--- src/rtl/camera_capture_writer.sv ---
// camera_capture_writer
// Byte-serial RGB565 sensor capture with 4:1 decimation on both axes,
// producing registered frame-buffer write strobes.
// Optional build macro CAPTURE_FRAME_SKIP_EN: capture alternate frames only
// (first frame after reset captured, next skipped, and so on).
//
// state     | meaning
// ----------+-----------------------------------------------------------
// S_IDLE    | after reset; wait for vsync high before trusting anything
// S_SYNC    | vertical blanking; leaving it starts a fresh frame
// S_CAPTURE | active frame; bytes with href=1 form pixels
module camera_capture_writer #(
    parameter int unsigned IMAGE_SIZE_H = 160,
    parameter int unsigned IMAGE_SIZE_V = 120,
    parameter int unsigned SRC_SIZE_H   = 640,
    parameter int unsigned SRC_SIZE_V   = 480
) (
    input  logic        clk,
    input  logic        rst_n,
    input  logic        vsync,
    input  logic        href,
    input  logic [7:0]  d,
    output logic        wr_en,
    output logic [15:0] wr_addr,
    output logic [15:0] wr_data,
    output logic        frame_done
);

    localparam logic [1:0] S_IDLE    = 2'd0;
    localparam logic [1:0] S_SYNC    = 2'd1;
    localparam logic [1:0] S_CAPTURE = 2'd2;

    logic [1:0]  state_q, state_d;
    logic [10:0] src_x_q, src_x_d;
    logic [9:0]  src_y_q, src_y_d;
    logic        phase_q, phase_d;
    logic [7:0]  hi_q, hi_d;
    logic        href_q, href_d;
    logic        wr_en_q, wr_en_d;
    logic [15:0] wr_addr_q, wr_addr_d;
    logic [15:0] wr_data_q, wr_data_d;
    logic        frame_done_q, frame_done_d;

    logic        active;
    logic        start_frame;
    logic        end_frame;
    logic        in_window;
    logic        store;
    logic [31:0] dst_x;
    logic [31:0] dst_y;

`ifdef CAPTURE_FRAME_SKIP_EN
    // skip_q is the parity of the frame in progress; it starts at 1 so the
    // first SYNC->CAPTURE after reset flips it to 0 and that frame is kept.
    logic skip_q, skip_d;
`endif

    // Next-state, pixel assembly, decimation and write-port computation
    always_comb begin
        state_d      = state_q;
        src_x_d      = src_x_q;
        src_y_d      = src_y_q;
        phase_d      = phase_q;
        hi_d         = hi_q;
        wr_en_d      = 1'b0;
        wr_addr_d    = wr_addr_q;
        wr_data_d    = wr_data_q;

        // href is only meaningful inside a frame and never while vsync is high
        active      = (state_q == S_CAPTURE) && !vsync;
        start_frame = (state_q == S_SYNC) && !vsync;
        end_frame   = (state_q == S_CAPTURE) && vsync;
        href_d      = active && href;
        frame_done_d = end_frame;

        unique case (state_q)
            S_IDLE:    if (vsync)  state_d = S_SYNC;
            S_SYNC:    if (!vsync) state_d = S_CAPTURE;
            S_CAPTURE: if (vsync)  state_d = S_SYNC;
            default:   state_d = S_IDLE;
        endcase

        dst_x = 32'(src_x_q[10:2]);
        dst_y = 32'(src_y_q[9:2]);
        in_window = (src_x_q[1:0] == 2'b00) && (src_y_q[1:0] == 2'b00) &&
                    (32'(src_x_q) < SRC_SIZE_H) && (32'(src_y_q) < SRC_SIZE_V) &&
                    (dst_x < IMAGE_SIZE_H) && (dst_y < IMAGE_SIZE_V);
        store = in_window;

`ifdef CAPTURE_FRAME_SKIP_EN
        skip_d = skip_q;
        if (start_frame) skip_d = ~skip_q;
        store = in_window && !skip_q;
        if (skip_q) frame_done_d = 1'b0;
`endif

        if (start_frame) begin
            src_x_d = '0;
            src_y_d = '0;
            phase_d = 1'b0;
        end else if (active) begin
            if (href) begin
                if (!phase_q) begin
                    hi_d    = d;
                    phase_d = 1'b1;
                end else begin
                    phase_d = 1'b0;
                    src_x_d = src_x_q + 11'd1;
                    if (store) begin
                        wr_en_d   = 1'b1;
                        wr_addr_d = 16'(dst_y * IMAGE_SIZE_H + dst_x);
                        wr_data_d = {hi_q, d};
                    end
                end
            end else if (href_q) begin
                // end of line: an unpaired trailing byte is simply forgotten
                src_y_d = src_y_q + 10'd1;
                src_x_d = '0;
                phase_d = 1'b0;
            end
        end
    end

    // State and datapath registers
    always_ff @(posedge clk or negedge rst_n) begin
        if (!rst_n) begin
            state_q      <= S_IDLE;
            src_x_q      <= '0;
            src_y_q      <= '0;
            phase_q      <= 1'b0;
            hi_q         <= '0;
            href_q       <= 1'b0;
            wr_en_q      <= 1'b0;
            wr_addr_q    <= '0;
            wr_data_q    <= '0;
            frame_done_q <= 1'b0;
        end else begin
            state_q      <= state_d;
            src_x_q      <= src_x_d;
            src_y_q      <= src_y_d;
            phase_q      <= phase_d;
            hi_q         <= hi_d;
            href_q       <= href_d;
            wr_en_q      <= wr_en_d;
            wr_addr_q    <= wr_addr_d;
            wr_data_q    <= wr_data_d;
            frame_done_q <= frame_done_d;
        end
    end

`ifdef CAPTURE_FRAME_SKIP_EN
    // Frame parity register
    always_ff @(posedge clk or negedge rst_n) begin
        if (!rst_n) skip_q <= 1'b1;
        else        skip_q <= skip_d;
    end
`endif

    assign wr_en      = wr_en_q;
    assign wr_addr    = wr_addr_q;
    assign wr_data    = wr_data_q;
    assign frame_done = frame_done_q;

endmodule

--- config.mk ---
export PLATFORM = sky130hd
export DESIGN_NAME = camera_capture_writer
export DESIGN_NICKNAME = d
export VERILOG_FILES = /design/src/rtl/camera_capture_writer.sv
export SDC_FILE = /design/constraint.sdc
export NUM_CORES = 1
export LEC_CHECK = 0
export ABC_AREA = 1
export BUFFER_PORTS_ARGS = -buffer_cell sky130_fd_sc_hd__buf_2
export CAP_MARGIN = 25
export CORE_MARGIN = 2
export CORE_UTILIZATION = 55
export DETAILED_ROUTE_END_ITERATION = 10
export PLACE_DENSITY = 0.78
export SLEW_MARGIN = 20
export SYNTH_ARGS = -nofsm -noshare
export SYNTH_HDL_FRONTEND = slang
export SYNTH_SLANG_ARGS = --single-unit
--- constraint.sdc ---
create_clock -name clk -period 6.61 [get_ports clk]
set_clock_uncertainty 0.2 [all_clocks]
set_input_delay 0.9915 -clock clk [delete_from_list [all_inputs] [get_ports clk]]
set_output_delay 0.9915 -clock clk [all_outputs]
set_load 0.02 [all_outputs]
==> results.yml, run 1 <==
global_routing:
  grt_max_degree: 68
  grt_antenna_before_repair: 0
  overflow: 0
  grtUsageTotal: 0.219
  grt_pass1_vias: 2834
  grt_pass1_wl_um: 12800
route:
  totalWireLength_um: 7450
  num_vias: 2999
  postRouteAntennaNets: 0
  avgViaCountPerCell: 5.21
  drc: 0
  drt_iter0_markers: 168
  routedWlPerCell_um: 12.9
  dr.pass1.iters: 4
hold_path:
  hold_end: "wr_data[10]"
  min-delay-start: "hi_q[2]"
  hold_depth: 2
  hold_path_class: "flip-flop to flip-flop"
die:
  die_y_um: 86.3
  rows: 29
  coreArea_sq_um: 6460
  die_w_um: 86.3
  die-area_sq_um: 7440
  start_util: 0.576
  ios: 46
yosys:
  synthArstFlopShare: 1.00
  syn_area_sq_um: 3720
  avgSynthCellArea_sq_um: 8.36
  yosysSeqAreaShare: 0.451
  synth.net_count: 479
  synth_edf_count: 0
  yosys_warnings: 0
  synthFlopType: "dfrtp_1"
  synth-seq-cells: 67
  ys_types: 37
  syn_inst: 445
status:
  outcome: "completed"
worst_setup_path:
  critPathKind: "flip-flop to flip-flop"
  cp_slowest_cell: "dfrtp_1"
  critPathMaxFanout: 6
  crit_path_cell_trace: "ha_1 -> ha_1 -> fa_1 -> xor2_1 -> inv_1 -> nor2_1 -> nand3_1 -> inv_1 -> nand2_1 -> nand3_1 -> nand2_1"
  reg2reg_from: "src_y_q[3]"
  worstRegToRegCells: 11
  reg2reg_to: "wr_addr[13]"
  cpPeakStageDelay_ns: 0.45
  crit_path_start: "src_y_q[3]"
  rrSetupSlack_ns: 3.88
  start_kind: "flip-flop"
  crit_arrival_ns: 2.78
  cp_data_required_time_ns: 6.66
  crit_path_end_kind: "flip-flop"
timing:
  max_slew_margin: 0.454
  worst_pin_slew_ns: 0.819
  setup_violations: 0
  rsz0062_at_grt: "no"
  fmax_mhz: 367
  hold_viol: 0
  finalCritPeriodShare: 0.413
  fin_ws_ns: 3.88
  drv_slew: 0
  finalCriticalPeriod_ns: 2.73
  tns_ns: 0
cts:
  tritoncts.num_buffers: 9
  clockRootBuffer: "clkbuf_8"
  post_cts_buffers: 0
  cts_buffer_depth: 2
  cts_tree: "done"
  clk_pin_slew_ns: 0.08
  clk_latency_ns: 0.35
  cts_num_sinks: 67
  cts_resized: 0
  cts_hold_buf: 0
  htree_levels: 3
power:
  power_uw: 1040
  p_leak_uw: 0.00230
  peakVddDrop_uv: 193
  power_density_nw_per_um2: 246
cells_and_area:
  final_cell_mix: "nand2_1, dfrtp_1, buf_2"
  final_common_cell: "nand2_1"
  drive_above_1_share: 0.190
  area_growth_pct: 13.9
  diodes: 0
  layoutNonFillerInstCount: 576
  nets: 528
run:
  max-cap-violations: 0
placement:
  gp_congestion: 0.877
  dpl_worst_slack_ns: 3.68
  dp_hpwl_um: 5280
  portBuffers: 45
  dpl.cell_count: 560
-- Yosys cell counts (2+ instances only) --
cell type  count  area [sq um]
fa_1           2          40.0
buf_6          2          22.5
nor2_8         2          40.0
nand2_1      134           503
nor3_1         4          20.0
nor2_1        31           116
nand3b_1       2          15.0
dfrtp_1       67          1680
nor3_2         2          20.0
buf_2          5          25.0
clkinv_2       3          15.0
o31ai_1        5          37.5
nand3_2        3          30.0
nand3_1       28           140
nand2_2        2          12.5
nand3_4        2          35.0
a21oi_2        2          17.5
nand2_4        6          67.6
ha_1          20           250
a21oi_1       10          50.1
o21ai_0       28           140
inv_1         42           158
xor2_1        10          87.6
inv_6          2          17.5
nor2_2         2          12.5
o21ai_1       12          60.1
nand4_1        2          12.5
nor4_1         2          12.5
inv_2          5          18.8
-- power breakdown --
part           internal (uW)  leakage (uW)  total, uW  switching, uW
registers                454      0.000916        486           32.0
clock network            251      0.000113        412            161
logic                   48.1       0.00127        144           95.4
-- cells by family after synthesis --
kind of cell	share of synthesized area
fa+ha+maj	0.0780
compound gates	0.0861
simple gates	0.287
flops	0.451
buf+inv	0.0720
xor+xnor	0.0259
-- registers in the layout (all words and copies together) (netlist names) --
signal	flops
hi_q	8
wr_addr	16
wr_en	1
phase_q	1
src_x_q	11
frame_done	1
wr_data	16
state_q	2
href_q	1
src_y_q	10
-- how the worst max path moves through the flow --
stage	end	slack, ns	cells past startpoint
after floorplan	wr_addr[14]	4.15	12
after CTS	wr_addr[13]	3.89	11
after detailed placement	wr_addr[8]	3.68	10
final	wr_addr[13]	3.88	11
after global placement	wr_addr[8]	3.77	10
after global routing	wr_addr[13]	3.68	11
-- routing by layer --
layer	wire length [um]	vias to the layer above	track usage
li1	-	1529	-
met1	3470	1399	0.279
met2	3470	57	0.352
met3	328	14	0.0524
met4	176	0	0.104
met5	0	-	0
-- final cells by class --
class                   count  area (sq um)
clock buffers              10           128
clock inverters             6           114
fillers                   547          2220
inverters                  53           213
multi-input cells         317          1780
flip-flops and latches     67          1680
well taps                  77          96.3
repair buffers             46           233
-- worst max-delay path: cells and delay by family (launching register included) --
family / cells / cell delay [ns]
buffers and inverters: 2 / 0.19
xor gates and xnor gates: 1 / 0.31
and+or+nand+nor: 5 / 0.48
adders and majority gates: 3 / 0.99
DFF: 1 / 0.45
-- per-stage QoR --
step | instance area, sq um | hold slack [ns] | util
after floorplan | 3720 | 0.242 | -
after global placement | 4000 | 0.246 | 0.619
after detailed placement | 4000 | 0.257 | 0.619
after CTS | 4240 | 0.270 | 0.656
after global routing | 4240 | 0.295 | 0.656
final | 4240 | 0.265 | 0.656
No activity file was read; power rests on OpenSTA's default activity.
==> inputs of run 2 (changes only) <==
Clock period 6.61 ns to 2.7 ns, I/O delays scaled along.
==> results.yml, run 2 (synthesis results as in run 1) <==
route:
  drt-met1-wl_um: 3500
  dr.pass1.iters: 4
  routedWlPerCell_um: 12.8
  routed-wl-met2_um: 3540
  avgViaCountPerCell: 5.19
  top_layer: "met4"
  drt_iter0_markers: 114
  route.met3.wl_um: 260
  totalWireLength_um: 7470
  num_vias: 3027
  postRouteAntennaNets: 0
  drc: 0
cts:
  cts_buffer_depth: 2
  tritoncts.num_buffers: 9
  htree_levels: 3
  cts_tree: "done"
  clk_latency_ns: 0.35
  cts_num_sinks: 67
  clockRootBuffer: "clkbuf_8"
  clk_pin_slew_ns: 0.08
timing:
  fin_ws_ns: 0.180
  finalHoldWorstSlack_ns: 0.105
  max_slew_margin: 0.581
  tns_ns: 0
  hold_viol: 0
  fmax_mhz: 397
  setup_violations: 0
  finalCriticalPeriod_ns: 2.52
  rsz0062_at_grt: "no"
  finalCritPeriodShare: 0.933
  worst_pin_slew_ns: 0.629
  drv_slew: 0
placement:
  gp_congestion: 0.861
  dpl_worst_slack_ns: 0.107
  portBuffers: 45
  dp_hpwl_um: 5380
worst_setup_path:
  crit_arrival_ns: 2.56
  crit_path_cell_trace: "ha_1 -> ha_2 -> fa_2 -> nand2_1 -> nor2_1 -> nand2_1 -> nand3_1 -> nand3_1 -> nor2_2 -> nand3_1 -> nand3_2 -> nand2_1"
  crit_path_end_kind: "flip-flop"
  critPathKind: "flip-flop to flip-flop"
  critPathMaxFanout: 3
  cpPeakStageDelay_ns: 0.55
  worst-path-buf-inv: 0
  start_kind: "flip-flop"
  cp_slowest_cell: "fa_2"
  cp_data_required_time_ns: 2.74
  crit_family: "adder cells"
power:
  p_leak_uw: 0.00233
  power_density_nw_per_um2: 582
  peakVddDrop_uv: 307
die:
  coreArea_sq_um: 6460
  die-area_sq_um: 7440
  rows: 29
  die_y_um: 86.3
  die_w_um: 86.3
  ios: 46
  start_util: 0.576
global_routing:
  grt_antenna_before_repair: 0
  grt_pass1_wl_um: 13100
  overflow: 0
  grt_max_degree: 42
  grt_pass1_vias: 2991
  grtUsageTotal: 0.224
cells_and_area:
  nFillCells: 508
  area_growth_pct: 15.5
  multi_input_area_sq_um: 1780
  final_cell_mix: "nand2_1, dfrtp_1, buf_2"
  final_common_cell: "nand2_1"
  drive_above_1_share: 0.206
  diodes: 0
  ff_latch_area_sq_um: 1680
  nets: 535
status:
  outcome: "completed"
hold_path:
  hold_path_class: "input pin to flip-flop"
run:
  max-cap-violations: 0
[run 2: tightest hold or removal path, cell delays in order]
cell and delay, ns:
buf_2 0.09, inv_1 0.06, o21ai_1 0.06
[run 2: routing by layer]
layer | vias to the layer above | GRT usage
met4 | 0 | 0.0994
li1 | 1538 | -
met2 | 54 | 0.369
met1 | 1422 | 0.290
met3 | 13 | 0.0410
met5 | - | 0
[run 2: repair_timing]
item,4_1_cts,5_1_grt
hold buffers,1,0
setup buffers,0,1
hold endpoints to repair,26,0
endpoints found under the setup margin,0,4
resized for setup,0,4
[run 2: stage by stage]
step / std cells / cell area (sq um) / total power (uW) / utilization
2_1_floorplan: 445 / 3720 / 1450 / -
3_5_place_dp: 565 / 4050 / 1560 / 0.626
3_3_place_gp: 565 / 4050 / 1550 / 0.626
5_1_grt: 583 / 4300 / 2630 / 0.665
6_report: 583 / 4300 / 2500 / 0.665
4_1_cts: 582 / 4280 / 2520 / 0.663
[run 2: where the power goes]
group          total [uW]  switching [uW]  internal (uW)
logic                 354             232            121
clock network         957             406            550
registers            1190            77.8           1110
total                2500             717           1780
[run 2: worst paths after layout]
kind,depth (start not counted),to,from,slack (ns)
max,12,wr_addr[14],src_y_q[3],0.18
min,3,hi_q[6],d[6],0.10
max reg2reg,12,wr_addr[14],src_y_q[3],0.18
min reg2reg,1,state_q[0],state_q[1],0.27
max in group asynchronous,3,src_y_q[1],rst_n,1.26
min in group asynchronous,2,wr_en,rst_n,0.40
[run 2: final cells by class]
class,count,share of cell area
inverters,53,0.0495
clock buffers,11,0.0329
repair buffers,53,0.0699
flip-flops and latches,67,0.390
well taps,77,0.0224
multi-input cells,317,0.415
clock inverters,5,0.0198
==> inputs of run 3 (changes only) <==
Settings changed: CORE_MARGIN 2 to unset.
==> results.yml, run 3 (synthesis results as in run 1) <==
global_routing:
  grt_pass1_vias: 2917
  grt_antenna_before_repair: 0
  overflow: 0
  grtUsageTotal: 0.228
  grt_max_degree: 39
  grt_pass1_wl_um: 12800
power:
  pwr-share-clk: 0.359
  peakVddDrop_uv: 366
  p_switching_uw: 716
  seq_power_share: 0.492
  pwr-share-comb: 0.149
  power_density_nw_per_um2: 558
  p_leak_uw: 0.00235
  power_uw: 2410
  p_int_uw: 1700
  swShare: 0.297
worst_setup_path:
  start_kind: "flip-flop"
  cp_common_cell: "nand2_1"
  worst-path-buf-inv: 0
  cpPeakStageDelay_ns: 0.57
  crit_family: "adder cells"
  cp_slowest_cell: "fa_2"
  crit_arrival_ns: 2.62
  critPathMaxFanout: 3
  cp_data_required_time_ns: 2.74
  crit_path_cell_trace: "ha_1 -> ha_2 -> fa_2 -> nand2_1 -> nor2_1 -> nand2_1 -> nand3_2 -> nand3_2 -> nor2_2 -> nor2_1 -> o21ai_1 -> nand2_1"
  crit_path_end_kind: "flip-flop"
  critPathKind: "flip-flop to flip-flop"
die:
  die_w_um: 84.3
  ios: 46
  die_y_um: 84.3
  die-area_sq_um: 7100
  rows: 29
  start_util: 0.579
  coreArea_sq_um: 6420
cells_and_area:
  final_common_cell: "nand2_1"
  final_area_sq_um: 4320
  finalCoreUtilization: 0.673
  drive_above_1_share: 0.222
  diodes: 0
  area_growth_pct: 16.1
  nets: 538
  layoutNonFillerInstCount: 586
  final_cell_mix: "nand2_1, dfrtp_1, buf_2"
route:
  routed-wl-met2_um: 3510
  postRouteAntennaNets: 0
  avgViaCountPerCell: 5.23
  routedWlPerCell_um: 12.4
  drt-met1-wl_um: 3330
  drt_iter0_markers: 142
  dr.pass1.iters: 8
  num_vias: 3067
  totalWireLength_um: 7280
  route.met3.wl_um: 296
  drc: 14
  top_layer: "met4"
placement:
  portBuffers: 45
  post_dp_cell_area_sq_um: 4050
  dp_hpwl_um: 5290
  gp_congestion: 0.869
  dpl.cell_count: 565
cts:
  clockRootBuffer: "clkbuf_8"
  tritoncts.num_buffers: 9
  cts_buffer_depth: 2
  clk_pin_slew_ns: 0.08
  cts_tree: "done"
  cts_num_sinks: 67
  clk_latency_ns: 0.36
  htree_levels: 3
timing:
  drv_slew: 0
  setup_violations: 0
  finalCritPeriodShare: 0.956
  fmax_mhz: 387
  hold_viol: 0
  max_slew_margin: 0.566
  worst_pin_slew_ns: 0.652
  finalCriticalPeriod_ns: 2.58
  tns_ns: 0
run:
  max-cap-violations: 0
hold_path:
  hold_path_class: "input pin to flip-flop"
status:
  violations: "design-rule violations"
  outcome: "complete, but fails checks"
run 3: cell count changes in the layout (fill, tap and decap cells not counted):
cell,delta
clkbuf_1,-1
bufinv_16,-1
o21ai_0,-1
nand3_2,+3
clkinv_4,+3
nand3_1,-3
dfrtp_2,+2
o21ai_1,+1
buf_4,+3
clkinvlp_4,-1
dfrtp_1,-2
run 3: path summary, 6_finish.rpt:
| kind | from | to | slack (ns) | cells after the start |
|---|---|---|---|---|
| max in group asynchronous | rst_n | src_y_q[3] | 1.25 | 3 |
| min reg2reg | state_q[1] | state_q[0] | 0.27 | 1 |
| max | src_y_q[3] | wr_addr[12] | 0.12 | 12 |
| max reg2reg | src_y_q[3] | wr_addr[12] | 0.12 | 12 |
| min in group asynchronous | rst_n | wr_data[12] | 0.41 | 2 |
| min | d[5] | hi_q[5] | 0.1 | 3 |
run 3: power by group through the flow:
stage | Combinational (uW) | Sequential (uW) | Clock [uW]
3_3_place_gp | 347 | 1200 | 0
4_1_cts | 367 | 1190 | 881
5_1_grt | 411 | 1200 | 921
3_5_place_dp | 363 | 1200 | 0
2_1_floorplan | 229 | 1220 | 0
6_report | 361 | 1190 | 867
run 3: stage by stage:
step	hold slack, ns	setup slack, ns
2_1_floorplan	-0.0906	0.241
3_3_place_gp	0.246	0.150
3_5_place_dp	0.254	0.0816
4_1_cts	0.0877	0.0614
5_1_grt	0.116	-0.0275
6_report	0.0995	0.118
run 3: final cells by class:
type	count	area (sq um)
clock buffer	10	138
clock inverter	6	73.8
fill	517	2100
inverter	53	213
multi-input combinational	317	1800
sequential	67	1680
tap	77	96.3
timing repair buffer	56	323
run 3: repair_timing:
action | in CTS | in global routing
endpoints found under the hold margin | 29 | 0
resized for setup | 0 | 10
hold buffers | 1 | 0
buffers inserted | 0 | 4
endpoints found under the setup margin | 0 | 5
run 3: routing by layer:
layer / vias up / track usage
li1: 1548 / -
met1: 1443 / 0.291
met2: 64 / 0.380
met3: 12 / 0.0423
met4: 0 / 0.103
met5: - / 0
run 3: worst reg2reg max path, delay by kind of cell, from the launching register on:
kind | cells | cell delay [ns]
adder cells (fa/ha/maj) | 3 | 1.07
AND/OR/NAND/NOR | 8 | 0.67
flip-flops | 1 | 0.42
AO/OA/AOI/OAI | 1 | 0.09
